$ cat src/rtl/ps2_pkg.sv
// ps2_pkg: shared PS/2 state encoding, frame layout and command codes
package ps2_pkg;
  typedef enum logic [2:0] {IDLE, INHIBIT, RTS, SEND, ESPERA, DONE, ERR} estado_t;
  localparam int BITS_TRAMA  = 11;
  localparam int IDX_PARIDAD = 9;
  localparam int IDX_STOP    = 10;
  localparam logic [7:0] CMD_LEDS   = 8'hED;
  localparam logic [7:0] CMD_ENABLE = 8'hF4;
  localparam logic [7:0] CMD_RESET  = 8'hFF;
  localparam logic [7:0] RESP_ACK   = 8'hFA;
endpackage

$ cat src/rtl/ps2_clk_filtro.sv
// ps2_clk_filtro: synchronises ps2_clk/ps2_dat, deglitches ps2_clk and flags its falling edges
module ps2_clk_filtro #(
  parameter int FILT_LEN = 8
) (
  input  logic clk_i,
  input  logic rst_i,
  input  logic ps2_clk_i,
  input  logic ps2_dat_i,
  output logic clk_f_o,
  output logic dat_s_o,
  output logic caida_o
);
  localparam int CW = $clog2(FILT_LEN > 1 ? FILT_LEN : 2);
  logic [1:0] clk_s, dat_s;
  logic [CW-1:0] cnt;
  logic cambia;
  // cnt tracks how many consecutive samples disagree with the filtered level
  assign cambia  = (clk_s[1] != clk_f_o) && (cnt == CW'(FILT_LEN - 1));
  assign dat_s_o = dat_s[1];
  always_ff @(posedge clk_i or negedge rst_i)
    if (!rst_i) begin
      clk_s   <= 2'b11;
      dat_s   <= 2'b11;
      cnt     <= '0;
      clk_f_o <= 1'b1;
      caida_o <= 1'b0;
    end else begin
      clk_s   <= {clk_s[0], ps2_clk_i};
      dat_s   <= {dat_s[0], ps2_dat_i};
      cnt     <= (clk_s[1] == clk_f_o || cambia) ? '0 : cnt + 1'b1;
      clk_f_o <= cambia ? clk_s[1] : clk_f_o;
      caida_o <= cambia & clk_f_o;
    end
endmodule

$ cat src/rtl/ps2_host_tx.sv
// ps2_host_tx: sends one command byte to a PS/2 device via request-to-send and checks the ack
module ps2_host_tx
  import ps2_pkg::*;
#(
  parameter int INHIBIT_CYC = 5000,
  parameter int TIMEOUT_CYC = 1000000,
  parameter int FILT_LEN    = 8
) (
  input  logic       clk_i,
  input  logic       rst_i,
  input  logic [7:0] dato_i,
  input  logic       iniciar_i,
  input  logic       ps2_clk_i,
  input  logic       ps2_dat_i,
  output logic       ps2_clk_oe_o,
  output logic       ps2_dat_oe_o,
  output logic       ocupado_o,
  output logic       listo_o,
  output logic       error_o
);
  localparam int IW = $clog2(INHIBIT_CYC > 1 ? INHIBIT_CYC : 2);
  localparam int TW = $clog2(TIMEOUT_CYC > 1 ? TIMEOUT_CYC : 2);
  estado_t st, st_n;
  logic [IW-1:0] icnt, icnt_n;
  logic [TW-1:0] tcnt, tcnt_n;
  logic [3:0] n, n_n;
  logic [BITS_TRAMA-1:0] sh, sh_n;
  logic clk_f, dat_s, caida, vence;
  logic clk_oe_n, dat_oe_n, ocup_n, listo_n, err_n;

  ps2_clk_filtro #(.FILT_LEN(FILT_LEN)) u_filt (
    .clk_i    (clk_i),
    .rst_i    (rst_i),
    .ps2_clk_i(ps2_clk_i),
    .ps2_dat_i(ps2_dat_i),
    .clk_f_o  (clk_f),
    .dat_s_o  (dat_s),
    .caida_o  (caida)
  );

  assign vence = tcnt == TW'(TIMEOUT_CYC - 1);

  // sh holds the whole frame {stop, parity, data, start}; bit 0 is the one on the line
  always_comb begin
    st_n   = st;
    icnt_n = '0;
    tcnt_n = '0;
    n_n    = n;
    sh_n   = sh;
    case (st)
      IDLE: if (iniciar_i) begin
        st_n = INHIBIT;
        sh_n = {1'b1, ~^dato_i, dato_i, 1'b0};
        n_n  = '0;
      end
      INHIBIT: begin
        icnt_n = icnt + 1'b1;
        if (icnt == IW'(INHIBIT_CYC - 1)) begin
          st_n   = RTS;
          icnt_n = '0;
        end
      end
      RTS: st_n = SEND;
      SEND: begin
        tcnt_n = tcnt + 1'b1;
        if (caida && n == 4'(IDX_STOP)) st_n = dat_s ? ERR : ESPERA;
        else if (caida) begin
          n_n  = n + 1'b1;
          sh_n = {1'b1, sh[BITS_TRAMA-1:1]};
        end
        if (vence) st_n = ERR;
      end
      ESPERA: begin
        tcnt_n = tcnt + 1'b1;
        st_n   = vence ? ERR : (clk_f && dat_s) ? DONE : ESPERA;
      end
      default: st_n = IDLE;
    endcase
    clk_oe_n = st_n inside {INHIBIT, RTS};
    dat_oe_n = (st_n inside {RTS, SEND}) && !sh_n[0];
    ocup_n   = st_n inside {INHIBIT, RTS, SEND, ESPERA};
    listo_n  = st_n == DONE;
    err_n    = st_n == ERR;
  end

  always_ff @(posedge clk_i or negedge rst_i)
    if (!rst_i) begin
      st           <= IDLE;
      icnt         <= '0;
      tcnt         <= '0;
      n            <= '0;
      sh           <= '1;
      ps2_clk_oe_o <= 1'b0;
      ps2_dat_oe_o <= 1'b0;
      ocupado_o    <= 1'b0;
      listo_o      <= 1'b0;
      error_o      <= 1'b0;
    end else begin
      st           <= st_n;
      icnt         <= icnt_n;
      tcnt         <= tcnt_n;
      n            <= n_n;
      sh           <= sh_n;
      ps2_clk_oe_o <= clk_oe_n;
      ps2_dat_oe_o <= dat_oe_n;
      ocupado_o    <= ocup_n;
      listo_o      <= listo_n;
      error_o      <= err_n;
    end
endmodule

$ cat config.mk
export PLATFORM = sky130hd
export DESIGN_NAME = ps2_host_tx
export DESIGN_NICKNAME = d
export VERILOG_FILES = /design/src/rtl/ps2_pkg.sv /design/src/rtl/ps2_clk_filtro.sv /design/src/rtl/ps2_host_tx.sv
export SDC_FILE = /design/constraint.sdc
export NUM_CORES = 1
export LEC_CHECK = 0
export CAP_MARGIN = 0
export CORE_MARGIN = 3
export CORE_UTILIZATION = 40
export DETAILED_ROUTE_END_ITERATION = 8
export PLACE_DENSITY = 0.56
export SLEW_MARGIN = 10
export SYNTH_ARGS = -nofsm -noshare
export SYNTH_HDL_FRONTEND = slang
export SYNTH_SLANG_ARGS = --single-unit
$ cat constraint.sdc
create_clock -name clk_i -period 2.5 [get_ports clk_i]
set_input_delay 0.5 -clock clk_i [delete_from_list [all_inputs] [get_ports clk_i]]
set_output_delay 0.5 -clock clk_i [all_outputs]
set_load 0.01 [all_outputs]
==> results of run 1 <==
[how the worst max path moves through the flow]
stage / end / cells after the start
3_3_place_gp: ps2_clk_oe_o$_DFF_PN0_ / 6
4_1_cts: ps2_clk_oe_o$_DFF_PN0_ / 6
3_5_place_dp: ps2_clk_oe_o$_DFF_PN0_ / 6
2_1_floorplan: ps2_clk_oe_o$_DFF_PN0_ / 6
5_1_grt: ps2_clk_oe_o$_DFF_PN0_ / 6
6_report: ps2_clk_oe_o$_DFF_PN0_ / 6
[routing by layer]
metal | vias up | share of wire [%] | track usage, %
met5 | - | 0 | 0
met2 | 32 | 44 | 22.0
met1 | 1012 | 50 | 20.8
li1 | 1051 | - | -
met3 | 11 | 3.4 | 4.75
met4 | 0 | 2.0 | 5.86
[placed cells by master, fill, tap and decap left out, types with 2 or more instances in the layout]
cell type / n
clkbuf_8: 10
nor3_1: 5
nor4b_1: 3
and2_1: 3
xnor2_1: 18
or3_1: 5
buf_4: 5
a22oi_1: 9
dfrtp_1: 49
ha_1: 6
nand4_1: 4
a21oi_1: 5
nand2_1: 32
clkdlybuf4s50_1: 16
mux2_2: 2
nor2b_1: 2
nor2_1: 39
nand2b_1: 4
clkinvlp_4: 3
and3_1: 11
nand3_1: 14
o21ai_0: 7
dfstp_2: 16
xor2_1: 19
inv_1: 4
nand4b_1: 3
[final cells by class]
type                       count  area, µm²  area share [%]
clock inverter                 6       66.3            1.85
multi-input combinational    213       1360            38.1
clock buffer                  10        138            3.85
timing repair buffer          23        223            6.23
tap                           99        124            3.46
inverter                       4       15.0           0.420
sequential                    65       1650            46.0
[power by group through the flow]
stage	clock network, mW	logic [mW]	registers (mW)
detailed placement	0	0.125	1.16
global route	0.989	0.143	1.14
finish	0.902	0.123	1.14
floorplan	0	0.0681	1.15
global placement	0	0.124	1.15
CTS	0.940	0.127	1.14
[sequential cells by signal, indices dropped and copies added (netlist names), 2 cells and up]
name / cells
u_filt.clk_s: 2
tcnt: 20
st: 3
sh: 11
u_filt.dat_s: 2
icnt: 13
n: 4
u_filt.cnt: 3
[metrics by stage]
stage	std cells	hold slack, ns	util [%]	total power [mW]
2_1_floorplan	288	0.204	-	1.22
3_3_place_gp	404	0.345	46.0	1.28
3_5_place_dp	404	0.347	46.0	1.28
4_1_cts	420	0.143	48.8	2.20
5_1_grt	420	0.155	48.8	2.27
6_report	420	0.134	48.8	2.16
[logic make-up after synthesis]
family                   Yosys count  synth area share [%]
AO/OA/AOI/OAI                     29                  6.79
multiplexers                       3                  1.07
AND/OR/NAND/NOR                  138                  23.7
buffers and inverters             10                  1.23
flip-flops                        65                  54.1
adder cells (fa/ha/maj)            6                  2.47
XOR/XNOR                          37                  10.7
==> summary.md, run 1 <==
| Metric | Value |
|---|---|
| Outcome | `complete, no violations` |
| Setup repair after global routing missed its margin | `no` |
| Post-route clock period utilization | `86.1%` |
| Crit path from | `tcnt[6]$_DFF_PN0_` |
| Gate count after technology mapping | `288` |
| Max Clock Skew | `roughly 0.010 ns` |
| CTS Sinks | `65` |
| Buffer depth of the longest clock path | `2` |
| GPL Wtd Cong | `0.812` |
| Synth warn | `0` |
| Clock-pin transition on the worst setup and hold timing paths | `0.08 ns` |
| Final slew viol count | `0` |
| Worst R2R Path Depth | `6` |
| EDFF count, synth | `0` |
| Die Ht | `93.2 µm` |
| Setup Fix Bufs, Post-CTS | `0` |
| Syn_area_per_cell | `about 11 µm²` |
| Final worst setup slack | `approximately 0.35 ns` |
| Async SR Flop Fraction | `100%` |
| Drt wl/cell | `approximately 13 µm` |
| CP Capture Type | `flip-flop` |
| Final hold vios | `0` |
| Max Fanout on Critical Path | `4` |
| WP data required | `between 2 and 3 ns` |
| P_int | `1.66 mW` |
| Drt first pass iters | `4` |
| Iteration-0 DRC Markers | `a little under 100` |
| DRT antenna net count | `0` |
| Fraction of layout cells with a size suffix above 1 | `15.6%` |
| Critical R2R Capture | `ps2_clk_oe_o$_DFF_PN0_` |
| Core Area | `7330 µm²` |
| GRT overflow | `0` |
| Nets | `335` |
| Net Sw Frac | `23.1%` |
| Die Width | `93.2 µm` |
| Worst R2R Setup Slack | `0.35 ns` |
| Port Buffers | `17` |
| Slowest CP cell | `or4_4` |
| Reg power frac | `52.6%` |
| Worst-Margin Slew | `around 0.64 ns` |
| FP Rows | `31` |
| Synth cell types | `45` |
| Drc violations | `0` |
| Cts repair resizes | `0` |
| Post-Syn Area | `3040 µm²` |
| Cell chain of the critical path | `or4_4 -> nor4_4 -> and2_4 -> a31oi_1 -> or3_1 -> a21oi_1` |
| Kind of cell adding the most delay to the critical path | `simple AND/OR/NAND/NOR gates` |
| First-pass GRT wire length | `10.3 mm` |
| FF-to-FF Start | `tcnt[6]$_DFF_PN0_` |
| Hpwl dp | `3.83 mm` |
| Full die area | `8690 µm²` |
| Final setup fails | `0` |
| Synth Register Bits | `65` |
| Ys flop type | `dfrtp_1` |
| Largest net degree at the start of global routing | `34` |
| Finished Cell Area | `3580 µm²` |
| CTS tree | `built` |
| Largest area contributor in the netlist | `dfrtp_1` |
| Final wirelength | `between 5 and 6 mm` |
| Sw power | `0.499 mW` |
| Vias in the first global route | `2103` |
| Crit start category | `flip-flop` |
| Maximum VDD drop | `0.339 mV` |
| Skew-Pair Late Insertion Delay | `between 0.3 and 0.4 ns` |
| Diodes inserted | `0` |
| Main area contributors after synthesis | `dfrtp_1 40%, dfstp_2 14%, xor2_1 5.5%` |
| Routed vias | `2106` |
| Setup_tns | `0 ns` |
| Initial Util | `41.5%` |
| Max_cap viols | `0` |
| Syn nets | `307` |
| # IOs | `18` |
| Leakage Power | `~1.5 nW` |
| CP peak stage delay | `0.55 ns` |
| Crit Path Class | `flip-flop to flip-flop` |
| Antenna violations before repair | `0` |
| Total Routing Usage GR | `15.1%` |
| CTS Buf Count | `9` |
| Dpl cell area | `3370 µm²` |
| Pwr dens | `604 nW/µm²` |
| CTS root buf | `clkbuf_8` |
| H-tree lvl count | `3` |
| Clock power frac | `41.7%` |
| Hold/Removal Path Class | `input port to async pin` |
| Worst rel slew slack | `a little under three fifths` |
| CP Data Arrival Time | `2.42 ns` |
| Yosys top cell area share | `40.3%` |
| Commonest cells post-synth | `49 x dfrtp_1, 39 x nor2_1, 32 x nand2_1` |
| WP buf/inv | `0` |
| Logic pwr share | `5.7%` |
| Seq/Total Area, Yosys | `54.1%` |
| Filler cells | `692` |
| F_max | `0.465 GHz` |
| CTS Hold Bufs | `0` |
| Most common cell in the synthesized netlist | `dfrtp_1` |
| DP Worst Slack | `about 0.35 ns` |
| Synth-to-Final Area Change | `17.6%` |
| Via-per-instance ratio | `5.01` |
| Tmin final | `2.15 ns` |
No activity file was read; power rests on OpenSTA's default activity.
==> run 2, diff against run 1 <==
--- a/config.mk
+++ b/config.mk
@@ -5,12 +5,14 @@
 export SDC_FILE = /design/constraint.sdc
 export NUM_CORES = 1
 export LEC_CHECK = 0
+export ABC_AREA = 1
 export CAP_MARGIN = 0
 export CORE_MARGIN = 3
 export CORE_UTILIZATION = 40
 export DETAILED_ROUTE_END_ITERATION = 8
-export PLACE_DENSITY = 0.56
+export PLACE_DENSITY = 0.58
 export SLEW_MARGIN = 10
 export SYNTH_ARGS = -nofsm -noshare
 export SYNTH_HDL_FRONTEND = slang
 export SYNTH_SLANG_ARGS = --single-unit
+export TNS_END_PERCENT = 100
==> constraint.sdc (replaced) <==
create_clock -name clk_i -period 1.8 [get_ports clk_i]
set_input_delay 0.36 -clock clk_i [delete_from_list [all_inputs] [get_ports clk_i]]
set_output_delay 0.36 -clock clk_i [all_outputs]
set_load 0.01 [all_outputs]
==> run 2 against run 1 <==
Combinational power increased by 37%. Register-to-register slack worse by 0.19 ns. Maximum frequency is 31% higher. Sequential power is 34% higher. Critical path type unchanged. Critical endpoint is now error_o$_DFF_PN0_. Largest cell class unchanged. Largest power group unchanged. Highest routed layer unchanged.
==> summary.md, run 2 <==
| Metric | Value |
|---|---|
| XOR/XNOR Fraction of Synth Area | `4.30%` |
| Non-Filler Instances | `527` |
| Pwr dens | `743 nW/µm²` |
| Simple-Gate Fraction of Synth Area | `27.8%` |
| Port Buffers | `17` |
| # IOs | `18` |
| Max Fanout on Critical Path | `6` |
| CTS Buf Count | `9` |
| Hpwl dp | `4.64 mm` |
| Max_cap viols | `0` |
| Largest net degree at the start of global routing | `66` |
| First-pass GRT wire length | `between 10 and 15 mm` |
| Buffer depth of the longest clock path | `2` |
| Yosys top cell area share | `a little under two fifths` |
| Most common cell after layout, fill and taps aside | `nand2_1` |
| Synth-to-Final Area Change | `15.4%` |
| Largest area contributor in the netlist | `dfrtp_1` |
| Full die area | `about 9000 µm²` |
| FP Rows | `32` |
| WP data required | `just over 2 ns` |
| Diodes inserted | `0` |
| DP Worst Slack | `0.0985 ns` |
| Final wirelength | `roughly 6.3 mm` |
| Critical R2R Capture | `error_o$_DFF_PN0_` |
| Clock-pin transition on the worst setup and hold timing paths | `0.07 ns` |
| Mux contribution to synthesized area | `0%` |
| Hold/Removal Path Class | `input port to async pin` |
| Worst rel slew slack | `67.9%` |
| Outcome | `complete, no violations` |
| GRT overflow | `0` |
| Fraction of layout cells with a size suffix above 1 | `14.6%` |
| H-tree lvl count | `3` |
| EDFF count, synth | `0` |
| Largest reg by FF count | `tcnt` |
| Compound-Gate Fraction of Synth Area | `roughly 7.8%` |
| Skew-Pair Late Insertion Delay | `about 0.34 ns` |
| Leakage Power | `~1.7 nW` |
| Ys flop type | `dfrtp_1` |
| GPL Wtd Cong | `0.844` |
| Synth warn | `0` |
| Seq/Total Area, Yosys | `50.5%` |
| Vias in the first global route | `2412` |
| CTS Sinks | `65` |
| Antenna violations before repair | `0` |
| Crit start category | `flip-flop` |
| Max Clock Skew | `0.00653 ns` |
| Final setup fails | `0` |
| Initial Util | `a little over two fifths` |
| CTS tree | `built` |
| Final hold vios | `0` |
| FF-to-FF Start | `tcnt[0]$_DFF_PN0_` |
| Drt wl/cell | `~12 µm` |
| Drc violations | `0` |
| Syn nets | `410` |
| Commonest non-fill, non-tap cells in the layout | `77 x nand2_1, 64 x nor2_1, 50 x inv_1` |
| Die Width | `96.3 µm` |
| Worst R2R Setup Slack | `0.16 ns` |
| Most common cell in the synthesized netlist | `nand2_1` |
| Syn_area_per_cell | `around 8.3 µm²` |
| Drt first pass iters | `4` |
| CTS root buf | `clkbuf_8` |
| Largest register FFs | `20` |
| Gate count after technology mapping | `391` |
| Commonest cells post-synth | `78 x nand2_1, 64 x nor2_1, 50 x inv_1` |
| Post-Syn Area | `3260 µm²` |
| CP Data Arrival Time | `approximately 1.9 ns` |
| Main combinational cell family by area after synthesis | `simple AND/OR/NAND/NOR gates` |
| Maximum VDD drop | `just under 0.4 mV` |
| Worst Hold Slack | `0.0233 ns` |
| Crit Path Class | `flip-flop to flip-flop` |
| DRT antenna net count | `0` |
| Main area contributors after synthesis | `dfrtp_1 38%, dfstp_2 13%, nand2_1 9.0%` |
| Worst R2R Path Depth | `7` |
| Worst-Margin Slew | `0.478 ns` |
| Via-per-instance ratio | `around 4.8` |
| Post-route clock period utilization | `91.4%` |
| # placed instances | `510` |
| Routed vias | `2519` |
| Iteration-0 DRC Markers | `120` |
| F_max | `0.608 GHz` |
| Die Ht | `96.3 µm` |
| Total Routing Usage GR | `around 15%` |
| Largest regs | `tcnt: 20 flops, icnt: 13 flops, sh: 11 flops` |
| Async SR Flop Fraction | `100%` |
| CTS Hold Bufs | `0` |
| Final worst setup slack | `0.156 ns` |
| Post-synthesis adder-cell area fraction | `between 2 and 2.5%` |
| CP Capture Type | `flip-flop` |
| Final slew viol count | `0` |
| Tmin final | `about 1.6 ns` |
| Core Area | `just under 8000 µm²` |
| Nets | `between 400 and 500` |
| Synth cell types | `34` |
| Synth Register Bits | `65` |
## run 2: cell count changes after synthesis, moves of 11 or more
cell | before | now
nand2_1 | 32 | 78
nor2_1 | 39 | 64
xor2_1 | 19 | 8
and3_1 | 11 | 0
inv_1 | 4 | 50
## run 2: layer usage
metal  vias up  wire length [µm]  track usage, %
li1       1315                 -               -
met3         8               222            4.14
met2        38              2960            23.8
met4         0                97            6.40
met5         -                 0               0
met1      1158              3030            20.2
## run 2: per-stage QoR
step	area [µm²]	power (mW)	utilization, %	setup TNS (ns)
final	3760	2.80	48.2	0
after global routing	3760	2.93	48.2	-0.00188
after CTS	3740	2.85	47.9	0
after detailed placement	3570	1.73	45.7	0
after global placement	3570	1.72	45.7	0
after floorplan	3260	1.65	-	0
## run 2: critical path, cell delays in order (launching register included)
cell and delay [ns]:
dfrtp_1 0.38, ha_2 0.21, nand3_2 0.15, nor2_1 0.17, nand3_1 0.16, nor2_1 0.20
nor2_4 0.08, nor3_1 0.19
## run 2: kinds of logic (layout without fill, tap and decap cells)
family / Yosys count / in the layout
AOI/OAI and AO/OA: 42 / 42
xor gates and xnor gates: 16 / 16
adders and majority gates: 6 / 6
buffers and inverters: 59 / 93
DFF: 65 / 65
and+or+nand+nor: 203 / 203
## run 2: area by class of cell
| type | instances | area (µm²) |
|---|---|---|
| tap | 102 | 128 |
| inverter | 55 | 208 |
| sequential | 65 | 1650 |
| fill | 786 | 4050 |
| clock inverter | 5 | 31.3 |
| multi-input combinational | 267 | 1390 |
| clock buffer | 11 | 141 |
| timing repair buffer | 22 | 215 |
## run 2: timing repair
| action | in CTS | in global routing |
|---|---|---|
| setup endpoints to repair | 0 | 5 |
| gates resized for setup | 0 | 5 |
| buffers inserted | 0 | 1 |
## run 2: power by group
group | internal [mW] | leakage, nW | switching [mW]
Clock | 0.533 | 0.0891 | 0.560
Combinational | 0.0716 | 0.790 | 0.0976
Sequential | 1.51 | 0.810 | 0.0217
## run 2: worst max-delay path by stage
stage	slack (ns)	endpoint	cells past startpoint	start
final	0.16	error_o$_DFF_PN0_	7	tcnt[0]$_DFF_PN0_
after global routing	-0.002	ocupado_o$_DFF_PN0_	12	icnt[0]$_DFF_PN0_
after global placement	0.13	n[3]$_DFFE_PN0P_	6	iniciar_i
after floorplan	0.34	ocupado_o$_DFF_PN0_	9	tcnt[0]$_DFF_PN0_
after CTS	0.08	ocupado_o$_DFF_PN0_	9	n[0]$_DFFE_PN0P_
after detailed placement	0.1	ocupado_o$_DFF_PN0_	9	n[0]$_DFFE_PN0P_
==> run 3, diff against run 2 <==
--- a/config.mk
+++ b/config.mk
@@ -8,9 +8,9 @@
 export ABC_AREA = 1
 export CAP_MARGIN = 0
 export CORE_MARGIN = 3
-export CORE_UTILIZATION = 40
+export CORE_UTILIZATION = 64
 export DETAILED_ROUTE_END_ITERATION = 8
-export PLACE_DENSITY = 0.58
+export PLACE_DENSITY = 0.84
 export SLEW_MARGIN = 10
 export SYNTH_ARGS = -nofsm -noshare
 export SYNTH_HDL_FRONTEND = slang
==> constraint.sdc (replaced) <==
create_clock -name clk_i -period 1.91 [get_ports clk_i]
set_input_delay 0.382 -clock clk_i [delete_from_list [all_inputs] [get_ports clk_i]]
set_output_delay 0.382 -clock clk_i [all_outputs]
set_load 0.01 [all_outputs]
==> run 3 against run 2 <==
Sequential share of layout area is 0.20 points lower. Largest cell class unchanged. Via count increased by 8.3%. Flip-flop and latch count unchanged. Clock-buffer cell count grew 4.
==> summary.md, run 3 (synthesis gave the netlist of run 2 again) <==
| Metric | Value |
|---|---|
| Skew-Pair Late Insertion Delay | `0.35 ns` |
| Setup_tns | `0 ns` |
| Worst-Margin Slew | `0.448 ns` |
| Fraction of layout cells with a size suffix above 1 | `14.9%` |
| Hold/Removal Path Class | `flip-flop to flip-flop` |
| Largest regs | `tcnt: 20 flops, icnt: 13 flops, sh: 11 flops` |
| WP data required | `2.18 ns` |
| Synth-to-Final Area Change | `15.9%` |
| Dpl cell area | `3550 µm²` |
| CP Capture Type | `flip-flop` |
| Drc violations | `0` |
| CTS tree | `built` |
| Crit Path Class | `flip-flop to flip-flop` |
| DRT antenna net count | `0` |
| Final wirelength | `6.72 mm` |
| Hpwl dp | `4.83 mm` |
| Crit start category | `flip-flop` |
| Routed vias | `2728` |
| Full die area | `5990 µm²` |
| Setup repair after global routing missed its margin | `no` |
| Initial Util | `67.7%` |
| Final setup fails | `0` |
| Die Ht | `slightly below 80 µm` |
| Buffer depth of the longest clock path | `2` |
| Largest reg by FF count | `tcnt` |
| Most common cell after layout, fill and taps aside | `nand2_1` |
| Multi-input gate area | `1380 µm²` |
| Register area | `1650 µm²` |
| Finished Cell Area | `3780 µm²` |
| Post-route clock period utilization | `87.1%` |
| Worst rel slew slack | `69.9%` |
| Commonest non-fill, non-tap cells in the layout | `78 x nand2_1, 64 x nor2_1, 50 x inv_1` |
| F_max | `0.601 GHz` |
| # placed instances | `479` |
| Final hold vios | `0` |
| H-tree lvl count | `3` |
| Outcome | `complete, no violations` |
| CTS Sinks | `65` |
| FP Rows | `25` |
| Max Fanout on Critical Path | `5` |
| First-pass GRT wire length | `approximately 12 mm` |
| Filler cells | `352` |
| # IOs | `18` |
| Largest net degree at the start of global routing | `30` |
| Setup Fix Bufs, Post-CTS | `0` |
| Final slew viol count | `0` |
| Vias in the first global route | `between 2000 and 3000` |
| Max Clock Skew | `about 0.0075 ns` |
| Via-per-instance ratio | `~5.5` |
| Largest register FFs | `20` |
| Total power | `approximately 2.8 mW` |
| Leakage Power | `1.73 nW` |
| Nets | `443` |
| Worst Hold Slack | `0.356 ns` |
| Worst R2R Path Depth | `9` |
| CTS root buf | `clkbuf_8` |
| GPL Wtd Cong | `0.903` |
| Core Area | `4820 µm²` |
| Clock-pin transition on the worst setup and hold timing paths | `0.07 ns` |
| Maximum VDD drop | `0.808 mV` |
| CP Data Arrival Time | `1.93 ns` |
| Drt wl/cell | `13.6 µm` |
| Diodes inserted | `0` |
| CTS Buf Count | `9` |
| WHS Path Cells | `0` |
| Non-Filler Instances | `between 400 and 500` |
| Antenna violations before repair | `0` |
| Max_cap viols | `0` |
| Port Buffers | `17` |
| GRT overflow | `0` |
| Tmin final | `around 1.7 ns` |
| Iteration-0 DRC Markers | `203` |
| Total Routing Usage GR | `between 20% and 30%` |
| Die Width | `roughly 77 µm` |
| Drt first pass iters | `7` |
| Pwr dens | `~740 nW/µm²` |
-- run 3: path summary, 6_finish.rpt --
| check | start | end | slack (ns) |
|---|---|---|---|
| min | u_filt.dat_s[0]$_DFF_PN1_ | u_filt.dat_s[1]$_DFF_PN1_ | 0.36 |
| min in group asynchronous | rst_i | tcnt[13]$_DFF_PN0_ | 0.45 |
| max in group asynchronous | rst_i | u_filt.clk_s[0]$_DFF_PN1_ | 0.92 |
| max | tcnt[0]$_DFF_PN0_ | tcnt[18]$_DFF_PN0_ | 0.25 |
| max reg2reg | tcnt[0]$_DFF_PN0_ | tcnt[18]$_DFF_PN0_ | 0.25 |
| min reg2reg | u_filt.dat_s[0]$_DFF_PN1_ | u_filt.dat_s[1]$_DFF_PN1_ | 0.36 |
-- run 3: metal layers --
metal	vias up	GRT usage [%]	part of all wire, %
met5	-	0	0
met4	0	12.3	2.5
met3	19	6.73	4.5
met2	71	40.8	49
met1	1313	32.1	44
li1	1325	-	-
-- run 3: through the flow --
step	util, %	worst slack (ns)
6_report	78.4	0.246
5_1_grt	78.4	0.0424
4_1_cts	78.3	0.222
3_5_place_dp	73.7	0.0940
3_3_place_gp	73.7	0.139
2_1_floorplan	-	0.447
-- run 3: timing repair --
item,CTS,global route
hold buffers,1,0
setup endpoints to repair,0,1
resized for setup,0,1
hold endpoints to repair,9,0
-- run 3: layout make-up --
| type | instances | area share (%) |
|---|---|---|
| clock buffer | 15 | 5.46 |
| clock inverter | 1 | 0.132 |
| inverter | 55 | 5.50 |
| multi-input combinational | 267 | 36.6 |
| sequential | 65 | 43.6 |
| tap | 67 | 2.22 |
| timing repair buffer | 26 | 6.56 |
-- run 3: worst max-delay path, stage by stage, from the launching register on --
cell	delay, ns
dfrtp_1	0.41
ha_1	0.23
nand3_2	0.17
nor2_4	0.16
nand2_2	0.09
nor2_2	0.11
nand2_1	0.11
o21ai_1	0.15
nand2_1	0.08
nor2_1	0.10
-- run 3: power by group --
| part | leakage (nW) | switching [mW] | internal, mW | total [mW] |
|---|---|---|---|---|
| clock network | 0.112 | 0.510 | 0.683 | 1.19 |
| logic | 0.811 | 0.0916 | 0.0716 | 0.163 |
| registers | 0.810 | 0.0208 | 1.43 | 1.45 |
| total | 1.73 | 0.622 | 2.18 | 2.80 |
